<file path="config.mk">
export PLATFORM = sky130hd
export DESIGN_NAME = multi_drive_tracker_flat
export DESIGN_NICKNAME = d
export VERILOG_FILES = /design/src/rtl/tracker_pkg.sv /design/src/rtl/multi_drive_tracker_if.sv /design/src/rtl/tracker_sync.sv /design/src/rtl/multi_drive_tracker.sv /design/src/flat_wrapper.sv
export SDC_FILE = /design/constraint.sdc
export NUM_CORES = 1
export LEC_CHECK = 0
export ABC_AREA = 1
export CORE_UTILIZATION = 50
export DETAILED_ROUTE_END_ITERATION = 10
export PLACE_DENSITY = 0.82
export SETUP_SLACK_MARGIN = 0.05
export SYNTH_ARGS = -nofsm -noshare
export SYNTH_HDL_FRONTEND = slang
export SYNTH_SLANG_ARGS = --single-unit
</file>
<file path="constraint.sdc">
create_clock -name clk -period 1.56 [get_ports clk]
set_input_delay 0.312 -clock clk [delete_from_list [all_inputs] [get_ports clk]]
set_output_delay 0.312 -clock clk [all_outputs]
set_load 0.05 [all_outputs]
</file>
<file path="src/rtl/tracker_pkg.sv">
// Shared types and constants for the multi-drive head-position tracker:
// step FSM state encoding, default parameter values and the width helper.
package tracker_pkg;

    localparam int DEF_NUM_DRIVES    = 2;
    localparam int DEF_NUM_TRACKS    = 77;
    localparam int DEF_LOWER_THRESH  = 43;
    localparam int DEF_SYNC_STAGES   = 2;
    localparam int DEF_FILTER_CYCLES = 4;

    typedef enum logic [1:0] {
        ST_IDLE,
        ST_FILTER,
        ST_UPDATE,
        ST_WAIT_LOW
    } step_state_t;

    // Bit width needed to index n items; never less than one bit.
    function automatic int clog2_w(input int n);
        return (n > 1) ? $clog2(n) : 1;
    endfunction

endpackage

</file>
<file path="src/rtl/multi_drive_tracker_if.sv">
// Drive-side bus of the tracker: asynchronous step/dir/select/track-00
// inputs and the registered track position outputs.
interface multi_drive_tracker_if
    import tracker_pkg::*;
#(
    parameter int DRV_W = clog2_w(DEF_NUM_DRIVES),
    parameter int TRK_W = clog2_w(DEF_NUM_TRACKS)
);
    logic             step;
    logic             dir;
    logic [DRV_W-1:0] drivenum;
    logic             zero_track;
    logic             lower_track;
    logic [TRK_W-1:0] track;
    logic             step_err;

    modport master (
        output step, dir, drivenum, zero_track,
        input  lower_track, track, step_err
    );

    modport slave (
        input  step, dir, drivenum, zero_track,
        output lower_track, track, step_err
    );
endinterface

</file>
<file path="src/rtl/tracker_sync.sv">
// Multi-flop synchroniser for a bundle of asynchronous inputs.
// Every bit sees the same depth so a bundle stays mutually consistent.
module tracker_sync
    import tracker_pkg::*;
#(
    parameter int WIDTH  = 1,
    parameter int STAGES = DEF_SYNC_STAGES
) (
    input  logic             clk,
    input  logic             rst,
    input  logic [WIDTH-1:0] d,
    output logic [WIDTH-1:0] q
);
    logic [STAGES-1:0][WIDTH-1:0] pipe;

    // Shift the raw inputs through STAGES flops; stage 0 samples the pins.
    always_ff @(posedge clk or posedge rst) begin
        if (rst) pipe <= '0;
        else     pipe <= {pipe[STAGES-2:0], d};
    end

    assign q = pipe[STAGES-1];
endmodule

</file>
<file path="src/rtl/multi_drive_tracker.sv">
// Tracks the head position of NUM_DRIVES drives from an asynchronous
// step/dir interface. One step FSM serves all drives; the drive and
// direction are latched at the start of each step.
// Optional: TRACKER_STEP_FILTER_EN adds a glitch filter requiring
// FILTER_CYCLES consecutive synchronised-high cycles before a step counts.
module multi_drive_tracker
    import tracker_pkg::*;
#(
    parameter int NUM_DRIVES   = DEF_NUM_DRIVES,
    parameter int NUM_TRACKS   = DEF_NUM_TRACKS,
    parameter int LOWER_THRESH = DEF_LOWER_THRESH,
    parameter int SYNC_STAGES  = DEF_SYNC_STAGES
`ifdef TRACKER_STEP_FILTER_EN
    ,
    parameter int FILTER_CYCLES = DEF_FILTER_CYCLES
`endif
) (
    input logic                  clk,
    input logic                  rst,
    multi_drive_tracker_if.slave bus
);
    localparam int DRV_W = clog2_w(NUM_DRIVES);
    localparam int TRK_W = clog2_w(NUM_TRACKS);
    localparam int SW    = DRV_W + 3;

    logic [SW-1:0]    async_in, sync_out;
    logic             s_step, s_dir, s_zero;
    logic [DRV_W-1:0] s_drv;

    assign async_in = {bus.step, bus.dir, bus.zero_track, bus.drivenum};

    tracker_sync #(.WIDTH(SW), .STAGES(SYNC_STAGES)) u_sync (
        .clk (clk),
        .rst (rst),
        .d   (async_in),
        .q   (sync_out)
    );

    assign {s_step, s_dir, s_zero, s_drv} = sync_out;

    step_state_t      state, state_nxt;
    logic             cap_dir;
    logic [DRV_W-1:0] cap_drv;
    logic             qualified;

`ifdef TRACKER_STEP_FILTER_EN
    localparam int FC_W = clog2_w(FILTER_CYCLES);
    logic [FC_W-1:0] filt_cnt;

    // Count consecutive high cycles spent in FILTER; cleared outside it.
    always_ff @(posedge clk or posedge rst) begin
        if (rst)                        filt_cnt <= '0;
        else if (state != ST_FILTER)    filt_cnt <= '0;
        else if (s_step && !qualified)  filt_cnt <= filt_cnt + 1'b1;
    end

    assign qualified = (filt_cnt == FC_W'(FILTER_CYCLES - 1));
`else
    assign qualified = 1'b1;
`endif

    // Step FSM state register.
    always_ff @(posedge clk or posedge rst) begin
        if (rst) state <= ST_IDLE;
        else     state <= state_nxt;
    end

    // Next state: one count per high phase; WAIT_LOW blocks a held step.
    always_comb begin
        state_nxt = state;
        case (state)
            ST_IDLE:     if (s_step) state_nxt = ST_FILTER;
            ST_FILTER:   if (!s_step)        state_nxt = ST_IDLE;
                         else if (qualified) state_nxt = ST_UPDATE;
            ST_UPDATE:   state_nxt = ST_WAIT_LOW;
            ST_WAIT_LOW: if (!s_step) state_nxt = ST_IDLE;
            default:     state_nxt = ST_IDLE;
        endcase
    end

    // Latch drive and direction as the step is first seen, so later
    // changes on those pins cannot redirect an in-flight step.
    always_ff @(posedge clk or posedge rst) begin
        if (rst) begin
            cap_dir <= 1'b0;
            cap_drv <= '0;
        end else if (state == ST_IDLE && s_step) begin
            cap_dir <= s_dir;
            cap_drv <= s_drv;
        end
    end

    logic [NUM_DRIVES-1:0][TRK_W-1:0] cnt;
    logic [TRK_W-1:0]                 sel_cnt, cap_cnt;
    logic                             do_update, at_limit, zero_on_cap;

    // Pick the counters for the displayed drive and the stepping drive;
    // out-of-range selects read as zero.
    always_comb begin
        sel_cnt = '0;
        cap_cnt = '0;
        for (int i = 0; i < NUM_DRIVES; i++) begin
            if (s_drv == DRV_W'(i))   sel_cnt = cnt[i];
            if (cap_drv == DRV_W'(i)) cap_cnt = cnt[i];
        end
    end

    assign do_update   = (state == ST_UPDATE);
    assign at_limit    = cap_dir ? (cap_cnt == TRK_W'(NUM_TRACKS - 1))
                                 : (cap_cnt == '0);
    assign zero_on_cap = s_zero && (s_drv == cap_drv);

    for (genvar i = 0; i < NUM_DRIVES; i++) begin : g_drv
        logic [TRK_W-1:0] pos;
        logic             zero_hit, upd_hit;

        assign zero_hit = s_zero && (s_drv == DRV_W'(i));
        assign upd_hit  = do_update && (cap_drv == DRV_W'(i));

        // Per-drive position: track-00 clear wins over a step; steps
        // saturate at both ends of the travel.
        always_ff @(posedge clk or posedge rst) begin
            if (rst)                       pos <= '0;
            else if (zero_hit)             pos <= '0;
            else if (upd_hit && !at_limit) pos <= cap_dir ? pos + 1'b1 : pos - 1'b1;
        end

        assign cnt[i] = pos;
    end

    logic [TRK_W-1:0] track_q;
    logic             lower_q, err_q;

    // Register the selected drive's position, its write-current flag and
    // the rejected-step pulse.
    always_ff @(posedge clk or posedge rst) begin
        if (rst) begin
            track_q <= '0;
            lower_q <= 1'b0;
            err_q   <= 1'b0;
        end else begin
            track_q <= sel_cnt;
            lower_q <= int'(sel_cnt) > LOWER_THRESH;
            err_q   <= do_update && at_limit && !zero_on_cap;
        end
    end

    assign bus.track       = track_q;
    assign bus.lower_track = lower_q;
    assign bus.step_err    = err_q;
endmodule

</file>
<file path="src/flat_wrapper.sv">
// flat-port wrapper written by rule: the top's interface ports become plain ports
module multi_drive_tracker_flat import tracker_pkg::*;
#(
    parameter int NUM_DRIVES   = DEF_NUM_DRIVES,
    parameter int NUM_TRACKS   = DEF_NUM_TRACKS,
    parameter int LOWER_THRESH = DEF_LOWER_THRESH,
    parameter int SYNC_STAGES  = DEF_SYNC_STAGES

)
  (clk, rst, bus_step, bus_dir, bus_drivenum, bus_zero_track, bus_lower_track, bus_track, bus_step_err);
  multi_drive_tracker_if bus_i ();
  input logic clk;
  input logic rst;
  input wire logic [$bits(bus_i.step)-1:0] bus_step;
  input wire logic [$bits(bus_i.dir)-1:0] bus_dir;
  input wire logic [$bits(bus_i.drivenum)-1:0] bus_drivenum;
  input wire logic [$bits(bus_i.zero_track)-1:0] bus_zero_track;
  output wire logic [$bits(bus_i.lower_track)-1:0] bus_lower_track;
  output wire logic [$bits(bus_i.track)-1:0] bus_track;
  output wire logic [$bits(bus_i.step_err)-1:0] bus_step_err;
  assign bus_i.step = bus_step;
  assign bus_i.dir = bus_dir;
  assign bus_i.drivenum = bus_drivenum;
  assign bus_i.zero_track = bus_zero_track;
  assign bus_lower_track = bus_i.lower_track;
  assign bus_track = bus_i.track;
  assign bus_step_err = bus_i.step_err;
  multi_drive_tracker #(.NUM_DRIVES(NUM_DRIVES), .NUM_TRACKS(NUM_TRACKS), .LOWER_THRESH(LOWER_THRESH), .SYNC_STAGES(SYNC_STAGES)) u_core (.clk(clk), .rst(rst), .bus(bus_i));
endmodule
</file>
==> run summary <==
Status = finished, violations left
Violations in the final reports = negative setup slack
CP Launch Point = u_core.cap_dir$_DFFE_PP0P_
Pwr Density = 2220 nW/um2
Crit-path slowest cell = dfrtp_2
Max transition margin = 80.33%
Dpl ws = -0.1079 ns
Die width = 64.34 um
Residual DRC = 0
Diode count = 0
Max-Cap Viols = 0
Placed cell areas = 2217 um2
Die ar. = 4140 um2
Worst Hold Depth = 0
1st-iter DRT viols = 143
Total Routing Usage GR = 24.27%
Post-synthesis register bit count = 35
R2r endpoint = u_core.g_drv[1].pos[5]$_DFFE_PP0P_
Multi-input logic area = 1050 um2
Register area = 877.1 um2
Routability cong. = 0.9753
Period utilization = 108.2%
RSZ-0062 raised after global routing = true
Row Count = 22
Initial core utilization = 52.68%
Count of final setup violators = 3
Num Clock Sinks = 35
LEAKAGE = 1.303 nW
Sequential area share after synthesis = 45.07%
Top Ports = 15
Routed vias/inst = 5.451
Antenna Nets Post-Route = 0
Setup crit end kind = flip-flop
CTS tree = done
Die span in y = 64.34 um
Worst Path Arrival = 1.88 ns
CP peak stage delay = 0.43 ns
PortBufs = 14
Clock period minus worst slack = 1.687 ns
Library cells used by synthesis = 24
Total wire length = 4861 um
CP Class = flip-flop to flip-flop
CTS clk-pin slew, worst paths = 0.08 ns
Commonest non-fill, non-tap cell in the layout = nand2_1
CP top delay family = simple AND/OR/NAND/NOR gates
Setup_tns = -0.1459 ns
Total grt overflow = 0
Hold Slack = 0.3502 ns
Crit Path Max Fanout = 7
Post-Syn Instances = 236
Final instance area = 2524 um2
Fill cells = 271
Layout cells sized above 1 = 26.81%
Clk_lat worst skew = 0.30 ns
Detailed-route via count = 1766
Clock skew = 0.009429 ns
CTS root buffer = clkbuf_8
Critical Path RT = 1.76 ns
DP Wirelength = 2890 um
Worst Path Buf+Inv = 2
Htree depth = 2
Number of global-route vias before repair = 1597
Avg Cell Area, Syn = 8.234 um2
DRT Pass-1 Iters = 4
Most frequent CP cell = nand2_1
Flop2flop setup slack = -0.13 ns
Reg2reg path depth = 9
Hold Crit Class = flip-flop to flip-flop
Actual slew at the worst max-slew pin = 0.2920 ns
Mapped cell area = 1943 um2
Largest net degree at the start of global routing = 36
Non-Filler Instances = 324
Worst hold endpoint = u_core.u_sync.q[1]$_DFF_PP0_
Core Area = 3689 um2
Fin. Hold Viols = 0
Area growth from synthesis to layout = 29.88%
FMAX = 592.7 MHz
R2r startpoint = u_core.cap_dir$_DFFE_PP0P_
Initial antenna violation count = 0
Fin nets = 293
Synthesis Warnings = 0
IR Drop Worst-Case VDD = 1.151 mV
Post-Place Cells = 309
Crit path cell chain = inv_6, ha_1, nand2_1, inv_1, nand4_1, nand3_1, nand2_1, nand3_2, nand2_1
CTS Buffer Depth = 2
Final worst setup slack = -0.1273 ns
CTS buffer count = 5
Drt wl/cell = 15.00 um
First-pass GRT wire length = 7279 um
Fin. max-slew vios = 0
Hold wc startpoint = u_core.u_sync.pipe[1]$_DFF_PP0_
Leading cell types in the layout, fill and taps excluded = nand2_1 (64), dfrtp_1 (34), inv_1 (27)
Syn_nets = 254
Crit start category = flip-flop
[metal layers]
layer | global-route usage (%) | share of wire [%] | vias up
met5 | 0 | 0 | -
met4 | 17.22 | 6.4 | 0
met3 | 8.750 | 7.8 | 30
met2 | 37.63 | 48 | 99
met1 | 27.53 | 38 | 802
li1 | - | - | 835
[synthesized netlist by cell type (all sizes together)]
cell / n / area share, %
nand3b: 2 / 0.77
xnor2: 2 / 0.90
a31oi: 1 / 0.32
a21oi: 7 / 1.8
nand3: 28 / 7.7
nand4: 4 / 1.3
a22o: 1 / 0.45
nor2: 16 / 4.4
o21ai: 17 / 4.6
dfrtp: 35 / 45
xor2: 4 / 1.8
ha: 10 / 6.4
o21a: 1 / 0.39
buf: 2 / 0.77
nand2: 69 / 14
inv: 35 / 6.8
fa: 2 / 2.1
[area by class of cell]
class,count,share of cell area [%]
Timing Repair Buffer,34,11.40
Clock inverter,3,1.735
Multi-Input combinational cell,164,41.60
Tap cell,48,2.380
Sequential cell,35,34.75
Clock buffer,5,2.727
Inverter,35,5.404
[timing repair]
action,4_1_cts,5_1_grt
endpoints found under the hold margin,0,0
buffers inserted,4,3
hold buffers,0,0
gates resized for setup,10,16
pin swaps,3,3
setup endpoints to repair,8,11
[flip-flops by register name, indices dropped and copies added, names as in the netlist, named ones only]
signal / cells
u_core.bus.track: 7
u_core.state: 1
u_core.cap_drv: 1
u_core.cap_dir: 1
u_core.u_sync.pipe: 4
u_core.u_sync.q: 4
u_core.bus.step_err: 1
u_core.g_drv.pos: 14
u_core.bus.lower_track: 1
[cell families after synthesis]
family                   Yosys count  synth area share, %
AO/OA/AOI/OAI                     27                7.534
XOR/XNOR                           6                2.704
adder cells (fa/ha/maj)           12                8.500
buffers and inverters             37                7.533
flip-flops                        35                45.07
AND/OR/NAND/NOR                  119                28.65
[where the power goes]
part           switching (mW)  total, mW  internal, mW
clock network           0.345      0.821         0.475
logic                    1.96       3.32          1.36
registers               0.264       1.46          1.20
[worst max path at each step]
stage	endpoint	depth (start not counted)
global placement	u_core.g_drv[0].pos[5]$_DFFE_PP0P_	8
CTS	u_core.g_drv[0].pos[3]$_DFFE_PP0P_	10
floorplan	u_core.g_drv[0].pos[3]$_DFFE_PP0P_	9
global route	u_core.g_drv[1].pos[5]$_DFFE_PP0P_	10
detailed placement	u_core.g_drv[0].pos[5]$_DFFE_PP0P_	8
finish	u_core.g_drv[1].pos[5]$_DFFE_PP0P_	9
[through the flow]
stage / total power [mW] / utilization (%)
final: 5.603 / 68.42
after global routing: 5.985 / 68.42
after CTS: 5.109 / 65.50
after detailed placement: 4.055 / 60.11
after global placement: 3.998 / 60.11
after floorplan: 3.345 / -
(Power assumes the default switching activity.)
